`src/rtl/dma_chan_arbiter.sv`:
```
// ============================================================================
// dma_chan_arbiter
//
// Purpose
//   N-channel DMA arbiter. Grants one channel at a time to the shared transfer
//   engine and holds the grant until the engine reports req_done. It then
//   acknowledges the channel and arbitrates again. An optional watchdog aborts
//   a grant that runs too long without req_done.
//
//   Eligibility has three classes. Only the highest non-empty class competes:
//     C0 = req & ~ack                       explicit requests
//     C1 = ch_en & ~t0_done & ~target       t0-direction work pending
//     C2 = ch_en & ~fifo_empty & target     t1-direction data pending
//
// Configuration macro
//   DMA_ARB_RR_EN : when defined, the winner inside a class is chosen round
//                   robin, searching upward from the channel after the last
//                   winner. When undefined, the lowest index wins (legacy
//                   fixed priority).
//
// Parameters
//   NUM_CH       number of channels (2..16)
//   TIMEOUT_CYC  WORK cycles without req_done before abort (0 = no watchdog)
//   TO_W         width of the watchdog counter
//
// Ports
//   clk          clock
//   rst          synchronous active-high reset
//   req          per-channel request level (dropped by requester after ack)
//   ch_en        channel enabled
//   target       per-channel direction: 0 = t0, 1 = t1
//   t0_done      t0-direction transfer of channel complete
//   fifo_empty   channel FIFO empty
//   req_done     engine finished the current grant
//   en           one-hot enable to the granted channel (registered)
//   ack          one-cycle completion pulse for C0 grants (registered)
//   grant_id     index of the last or current granted channel
//   busy         arbiter is not idle
//   timeout_err  one-cycle pulse on watchdog abort
// ============================================================================
module dma_chan_arbiter #(
    parameter  int NUM_CH      = 4,
    parameter  int TIMEOUT_CYC = 0,
    parameter  int TO_W        = 16,
    localparam int CH_W        = $clog2(NUM_CH)
) (
    input  logic              clk,
    input  logic              rst,
    input  logic [NUM_CH-1:0] req,
    input  logic [NUM_CH-1:0] ch_en,
    input  logic [NUM_CH-1:0] target,
    input  logic [NUM_CH-1:0] t0_done,
    input  logic [NUM_CH-1:0] fifo_empty,
    input  logic              req_done,
    output logic [NUM_CH-1:0] en,
    output logic [NUM_CH-1:0] ack,
    output logic [CH_W-1:0]   grant_id,
    output logic              busy,
    output logic              timeout_err
);

    typedef enum logic [1:0] {
        IDLE  = 2'd0,
        START = 2'd1,
        WORK  = 2'd2
    } state_t;

    localparam bit            WD_ON    = (TIMEOUT_CYC > 0);
    localparam logic [TO_W-1:0] TO_LIMIT = TO_W'((TIMEOUT_CYC > 0) ? (TIMEOUT_CYC - 1) : 0);
    localparam logic [NUM_CH-1:0] ONE_CH = NUM_CH'(1);

    state_t            cs_reg, cs_next;
    logic [NUM_CH-1:0] en_reg, en_next;
    logic [NUM_CH-1:0] ack_reg, ack_next;
    logic [CH_W-1:0]   grant_reg, grant_next;
    logic              to_reg, to_next;
    logic [TO_W-1:0]   wd_cnt_reg, wd_cnt_next;

    logic [NUM_CH-1:0] c0_vec, c1_vec, c2_vec;
    logic [NUM_CH-1:0] cls_vec;
    logic              any_elig;
    logic [CH_W-1:0]   winner;

    // ------------------------------------------------------------------
    // Per-channel class membership. ack_reg masks C0 for the single IDLE
    // cycle that follows a completion, so a requester that has not yet
    // dropped req is not granted again straight away.
    // ------------------------------------------------------------------
    genvar gi;
    for (gi = 0; gi < NUM_CH; gi++) begin : g_cls
        assign c0_vec[gi] = req[gi] & ~ack_reg[gi];
        assign c1_vec[gi] = ch_en[gi] & ~t0_done[gi] & ~target[gi];
        assign c2_vec[gi] = ch_en[gi] & ~fifo_empty[gi] & target[gi];
    end

    // Only the highest non-empty class takes part in the selection.
    assign cls_vec  = (|c0_vec) ? c0_vec : ((|c1_vec) ? c1_vec : c2_vec);
    assign any_elig = |cls_vec;

`ifdef DMA_ARB_RR_EN
    logic [CH_W-1:0] rr_ptr_reg, rr_ptr_next;
    logic [CH_W-1:0] rr_idx;

    // Walk the search order backwards so the last assignment is the first
    // set bit found from rr_ptr+1 upward with wrap-around.
    always_comb begin
        winner = '0;
        rr_idx = '0;
        for (int k = NUM_CH; k >= 1; k--) begin
            rr_idx = CH_W'((int'(rr_ptr_reg) + k) % NUM_CH);
            if (cls_vec[rr_idx]) begin
                winner = rr_idx;
            end
        end
    end

    always_comb begin
        rr_ptr_next = rr_ptr_reg;
        if (cs_reg == IDLE && any_elig) begin
            rr_ptr_next = winner;
        end
    end

    always_ff @(posedge clk) begin
        if (rst) begin
            rr_ptr_reg <= CH_W'(NUM_CH - 1);
        end else begin
            rr_ptr_reg <= rr_ptr_next;
        end
    end
`else
    // Fixed priority: scanning from the top down leaves the lowest set index.
    always_comb begin
        winner = '0;
        for (int k = NUM_CH - 1; k >= 0; k--) begin
            if (cls_vec[k]) begin
                winner = CH_W'(k);
            end
        end
    end
`endif

    // ------------------------------------------------------------------
    // Next-state and registered-output logic
    // ------------------------------------------------------------------
    always_comb begin
        cs_next     = cs_reg;
        grant_next  = grant_reg;
        ack_next    = '0;
        to_next     = 1'b0;
        wd_cnt_next = wd_cnt_reg;

        case (cs_reg)
            IDLE: begin
                if (any_elig) begin
                    cs_next    = START;
                    grant_next = winner;
                end
            end
            START: begin
                cs_next     = WORK;
                wd_cnt_next = '0;
            end
            WORK: begin
                if (req_done) begin
                    // A done that coincides with the watchdog limit still
                    // counts as a normal completion.
                    cs_next             = IDLE;
                    ack_next[grant_reg] = req[grant_reg];
                end else if (WD_ON && wd_cnt_reg == TO_LIMIT) begin
                    cs_next = IDLE;
                    to_next = 1'b1;
                end else begin
                    wd_cnt_next = wd_cnt_reg + TO_W'(1);
                end
            end
            default: begin
                cs_next = IDLE;
            end
        endcase

        // grant_reg is already latched when START looks ahead to WORK.
        en_next = (cs_next == WORK) ? (ONE_CH << grant_reg) : '0;
    end

    always_ff @(posedge clk) begin
        if (rst) begin
            cs_reg     <= IDLE;
            en_reg     <= '0;
            ack_reg    <= '0;
            grant_reg  <= '0;
            to_reg     <= 1'b0;
            wd_cnt_reg <= '0;
        end else begin
            cs_reg     <= cs_next;
            en_reg     <= en_next;
            ack_reg    <= ack_next;
            grant_reg  <= grant_next;
            to_reg     <= to_next;
            wd_cnt_reg <= wd_cnt_next;
        end
    end

    assign en          = en_reg;
    assign ack         = ack_reg;
    assign grant_id    = grant_reg;
    assign busy        = (cs_reg != IDLE);
    assign timeout_err = to_reg;

endmodule

```
`config.mk`:
```
export PLATFORM = sky130hd
export DESIGN_NAME = dma_chan_arbiter
export DESIGN_NICKNAME = d
export VERILOG_FILES = /design/src/rtl/dma_chan_arbiter.sv
export SDC_FILE = /design/constraint.sdc
export NUM_CORES = 1
export LEC_CHECK = 0
export ABC_CLOCK_PERIOD_IN_PS = 2100
export CAP_MARGIN = 0
export CORE_ASPECT_RATIO = 0.9
export CORE_MARGIN = 8
export CORE_UTILIZATION = 39
export DETAILED_ROUTE_END_ITERATION = 6
export PLACE_DENSITY = 0.78
export SYNTH_ARGS = -nofsm -noshare
export SYNTH_HDL_FRONTEND = slang
export SYNTH_SLANG_ARGS = --single-unit
```
`constraint.sdc`:
```
create_clock -name clk -period 2.1 [get_ports clk]
set_clock_uncertainty 0.1 [all_clocks]
set_input_delay 0.21 -clock clk [delete_from_list [all_inputs] [get_ports clk]]
set_output_delay 0.21 -clock clk [all_outputs]
set_load 0.02 [all_outputs]
```
# Word level (Yosys, flattened, before mapping)
# Index checks and enable logic that the tools add are counted.
# Widths: inputs -> output; s select.
# word_totals
register_bits,12
# op_classes
magnitude_cmp,2
eq_ne,3
n_shift,1
muxes,13
bitwise,40
n_reduce_logical,9
# ops
operator,n
$and 1x1->1,20
$not 1->1,19
$mux 2,6
$reduce_or 4->1,3
$mux 4,2
$pmux 2 s3,1
$and 4x4->4,1
$eq 2x2->1 const B,2
$shl 1x2->4 const A,1
$lt 2x3->1 const B,1
$reduce_or 3->1,1
$bmux 1 s2,1
$demux 1 s2,1
$eq 2x1->1 const B,1
$ge 2x1->1 const B,1
$logic_not 2->1,1
$mux 1,2
$reduce_and 2->1,1
$reduce_bool 2->1,1
$reduce_or 2->1,1
$logic_and 1x1->1,1

# Longest topological paths before layout
# depth
depth_word,12
mapped_depth,5
ltp_nobuf,5

# Worst setup path after synthesis
# Ideal clock, no wire load.
# synth_timing
kind,register -> register
start,"register ack_reg[1], in the netlist ack[1]"
end,"register grant_reg[0], in the netlist grant_id[0]"
arrival_time_ps,1483
t_required_ps,1883
path_slack_ps,399
stages_incl_launch_ff,6
path_buffers,0
synth_period_minus_slack_ps,1701
cell_sequence,dfxtp_1 nor2b_1 nor4b_4 and3_1 o41ai_2 a32o_1
# synth_via
elab_chain_cells,8
word_cells_on_any_way,10
classes_between,mux: 5; bitwise: 2; reduce/logical: 3
# synth_lines
item,line_no,text
"start, declared",74,"logic [NUM_CH-1:0] ack_reg, ack_next;"
"start signal, assigned",197,ack_reg <= ack_next;
$not 1->1 *,91,assign c0_vec[gi] = req[gi] & ~ack_reg[gi];
$and 1x1->1 *,91,
$reduce_or 4->1,97,assign cls_vec = (|c0_vec) ? c0_vec : ((|c1_vec) ? c1_vec : c2_vec);
$mux 4 *,97,
$mux 2 (4 in series),136,if (cls_vec[k]) begin
"end signal, assigned",198,grant_reg <= grant_next;
"end, declared",75,"logic [CH_W-1:0] grant_reg, grant_next;"
# Mark *: on every way between the ends. The rest lies on a longest branch, timed or not.
# A chain may end at the register's enable or synchronous reset.

# Worst setup path in the final report
# layout_timing
start,input req[1]
end,"register grant_reg[0], in the netlist grant_id[0]"
# layout_via
elab_chain_cells,7
word_cells_on_any_way,9
classes_between,mux: 5; bitwise: 1; reduce/logical: 3
# layout_lines
item,line_no,text
"start, declared",49,"input logic [NUM_CH-1:0] req,"
$and 1x1->1 *,91,
$reduce_or 4->1,97,
$mux 4 *,97,
$mux 2 (4 in series),136,
# Marked as above.

==> impl_results.md <==
* Total negative slack at 0 ps
* Top post-synthesis cells by count: dfxtp_1 (12), nor2_1 (11), nor3_1 (7)
* DR vias at 700
* DRC violations left at 0
* Number of primary I/O pins at 35
* Power per standard cell area at 541 nW/um2
* Placement Cell Area at 1070 um2
* Area share of the largest cell type after synthesis at 33.4%
* Die boundary width at 61.2 um
* Total of flip-flops plus latches after synthesis at 12
* CTS max path bufs at 2
* Aggregate global-route resource usage at 12.5%
* Met1 global-route usage at 13.6%
* Critical Path RT at 2160 ps
* Rows at 14
* Post-cts sizing count at 0
* Fmax at 0.534 GHz
* Power after layout at 599 uW
* Initial DRT Pass Iterations at 4
* Yosys cell types at 35
* Final weighted congestion in routability-driven placement at 0.771
* Gate count after technology mapping at 76
* Insertion delay of the later-clocked pin in the worst-skew pair at 270 ps
* Net count, final at 136
* DP Cell Count at 132
* Initial antenna violation count at 0
* Root buffer cell: clkbuf_4
* Placeable core region at 1700 um2
* Final std cells w/o fill at 136
* Most frequent cell after synthesis: dfxtp_1
* Cell types with the largest area share after synthesis: dfxtp_1 (33%), nor3b_4 (7.8%), nor2_1 (5.7%)
* Wire length per cell after detailed routing at 15.2 um
* Unrepaired setup endpoints after global routing: no
* Met2 track demand over resource in global routing at 21.8%
* Sort of element at the end of the critical path: flop
* Cell area after synthesis at 718 um2
* Floorplan die area at 3470 um2
* Setup violation total in the final timing report at 0
* Ratio of final minimum period to clock period at 89.2%
* Die span in y at 56.7 um
* Layout cell share with drive strength beyond 1 at 14.3%
* Cell area after layout at 1110 um2
* Busiest layer in global routing: met2
* Worst-path clk slew at 80 ps
* Critical path start-end classification: in -> reg
* Leakage Power at 0.398 nW
* End-of-flow core utilization at 65.2%
* VDD IR-drop max at 0.465 mV
* Fill cells at 155
* Crit-path max FO at 6
* Fraction of registers with async set or reset after synthesis at 0%
* Antenna Cells at 0
* Final WS setup at 226 ps
* Wire length of the first global-routing pass at 3470 um
* Ys Warns at 0
* Via count of the first global-routing pass at 795
* Most common flop cell mapped by yosys: dfxtp_1
* Endpoint arrival time on the critical path at 1940 ps
* Time the worst path needs with I/O delays and setup at 1870 ps
* Count of buffers added by post-CTS timing repair for setup at 0
* Initial DRC count at 12
* Average footprint of a synthesized cell at 9.45 um2
* Post-synth EDFFs at 0
* Total wire length at 2070 um
* Fin. max-slew vios at 0
* Tightest Hold Check Type: reg -> reg
* Vias/cell at 5.15
* Number of I/O port buffers at 33
* DRT antenna net count at 0
* Initial standard-cell utilization of the core at 42.3%
* Sequential element share of the synthesized area at 33.4%
* Final hold slack at 479 ps
* Number of max-cap violations at 0
* Setup WS pre-CTS at -56.9 ps
* Count of clock tree sinks at 12
* Total congestion overflow at 0
* Number of hold-slack violations in the final timing report at 0
* Largest net degree at the start of global routing at 9
* Number of CTS-inserted buffers at 3
* Status: finished clean
* H-tree Lvls at 1
* Final HPWL DP at 1770 um
* Cell taking the most area after synthesis: dfxtp_1
* Met3 GRT Util at 4.32%
* Critical path startpoint category: input port
* Post-CTS Hold Fix Bufs at 0
* Synthesized netlist net count at 99
* Post-synthesis to final-layout area growth at 54.2%
* CTS tree: yes
==> cell usage in the layout, fill, tap and decap left out, drive strengths merged, types with 3 or more instances in the layout <==
cell type	count
clkbuf	4
clkdlybuf4s50	33
dfxtp	12
inv	3
nand2	4
nand2b	3
nand3b	3
nor2	11
nor2b	3
nor3	7
nor3b	4
==> kinds of logic (layout without fill, tap and decap cells) <==
family | count (synthesis) | in the layout | share of synthesized area, %
simple gates | 45 | 45 | 43.2
compound gates | 12 | 12 | 15.7
flops | 12 | 12 | 33.4
buf+inv | 4 | 40 | 2.61
mux | 2 | 2 | 4.53
other cells | 1 | 1 | 0.522
==> critical path, stage by stage <==
cell and delay, ps:
clkdlybuf4s50_1 410, nor2b_1 200, nor4b_4 430, o21a_1 250, o311ai_0 190, a32o_1 250
==> path summary, 6_finish.rpt <==
check | startpoint | endpoint | slack (ps) | cells after the start
max reg2reg | ack[1] | grant_id[0] | 290 | 5
min | grant_id[1] | ack[3] | 480 | 2
min reg2reg | grant_id[1] | ack[3] | 480 | 2
max | req[1] | grant_id[0] | 230 | 6
==> metal layers <==
layer  share of wire (%)  vias to the layer above  wire length (um)
li1                    -                      352                 -
met1                  42                      320               866
met2                  49                       22              1010
met3                 7.9                        6               164
met4                 1.5                        0                30
met5                   0                        -                 0
==> final cells by class <==
cell class | count | area [um2] | share of cell area [%]
timing repair buffer | 33 | 330 | 29.8
inverter | 3 | 11.3 | 1.02
sequential | 12 | 240 | 21.7
clock buffer | 4 | 36.3 | 3.28
multi-input combinational | 60 | 459 | 41.5
tap | 24 | 30.0 | 2.71
==> report_power, final <==
part           total, mW  switching (mW)  internal [mW]  leakage (nW)
clock              0.182          0.0764          0.105        0.0210
sequential         0.250          0.0120          0.238        0.0977
combinational      0.167          0.0739         0.0932         0.279
total              0.599           0.162          0.437         0.398
No activity file was read; power rests on OpenSTA's default activity.
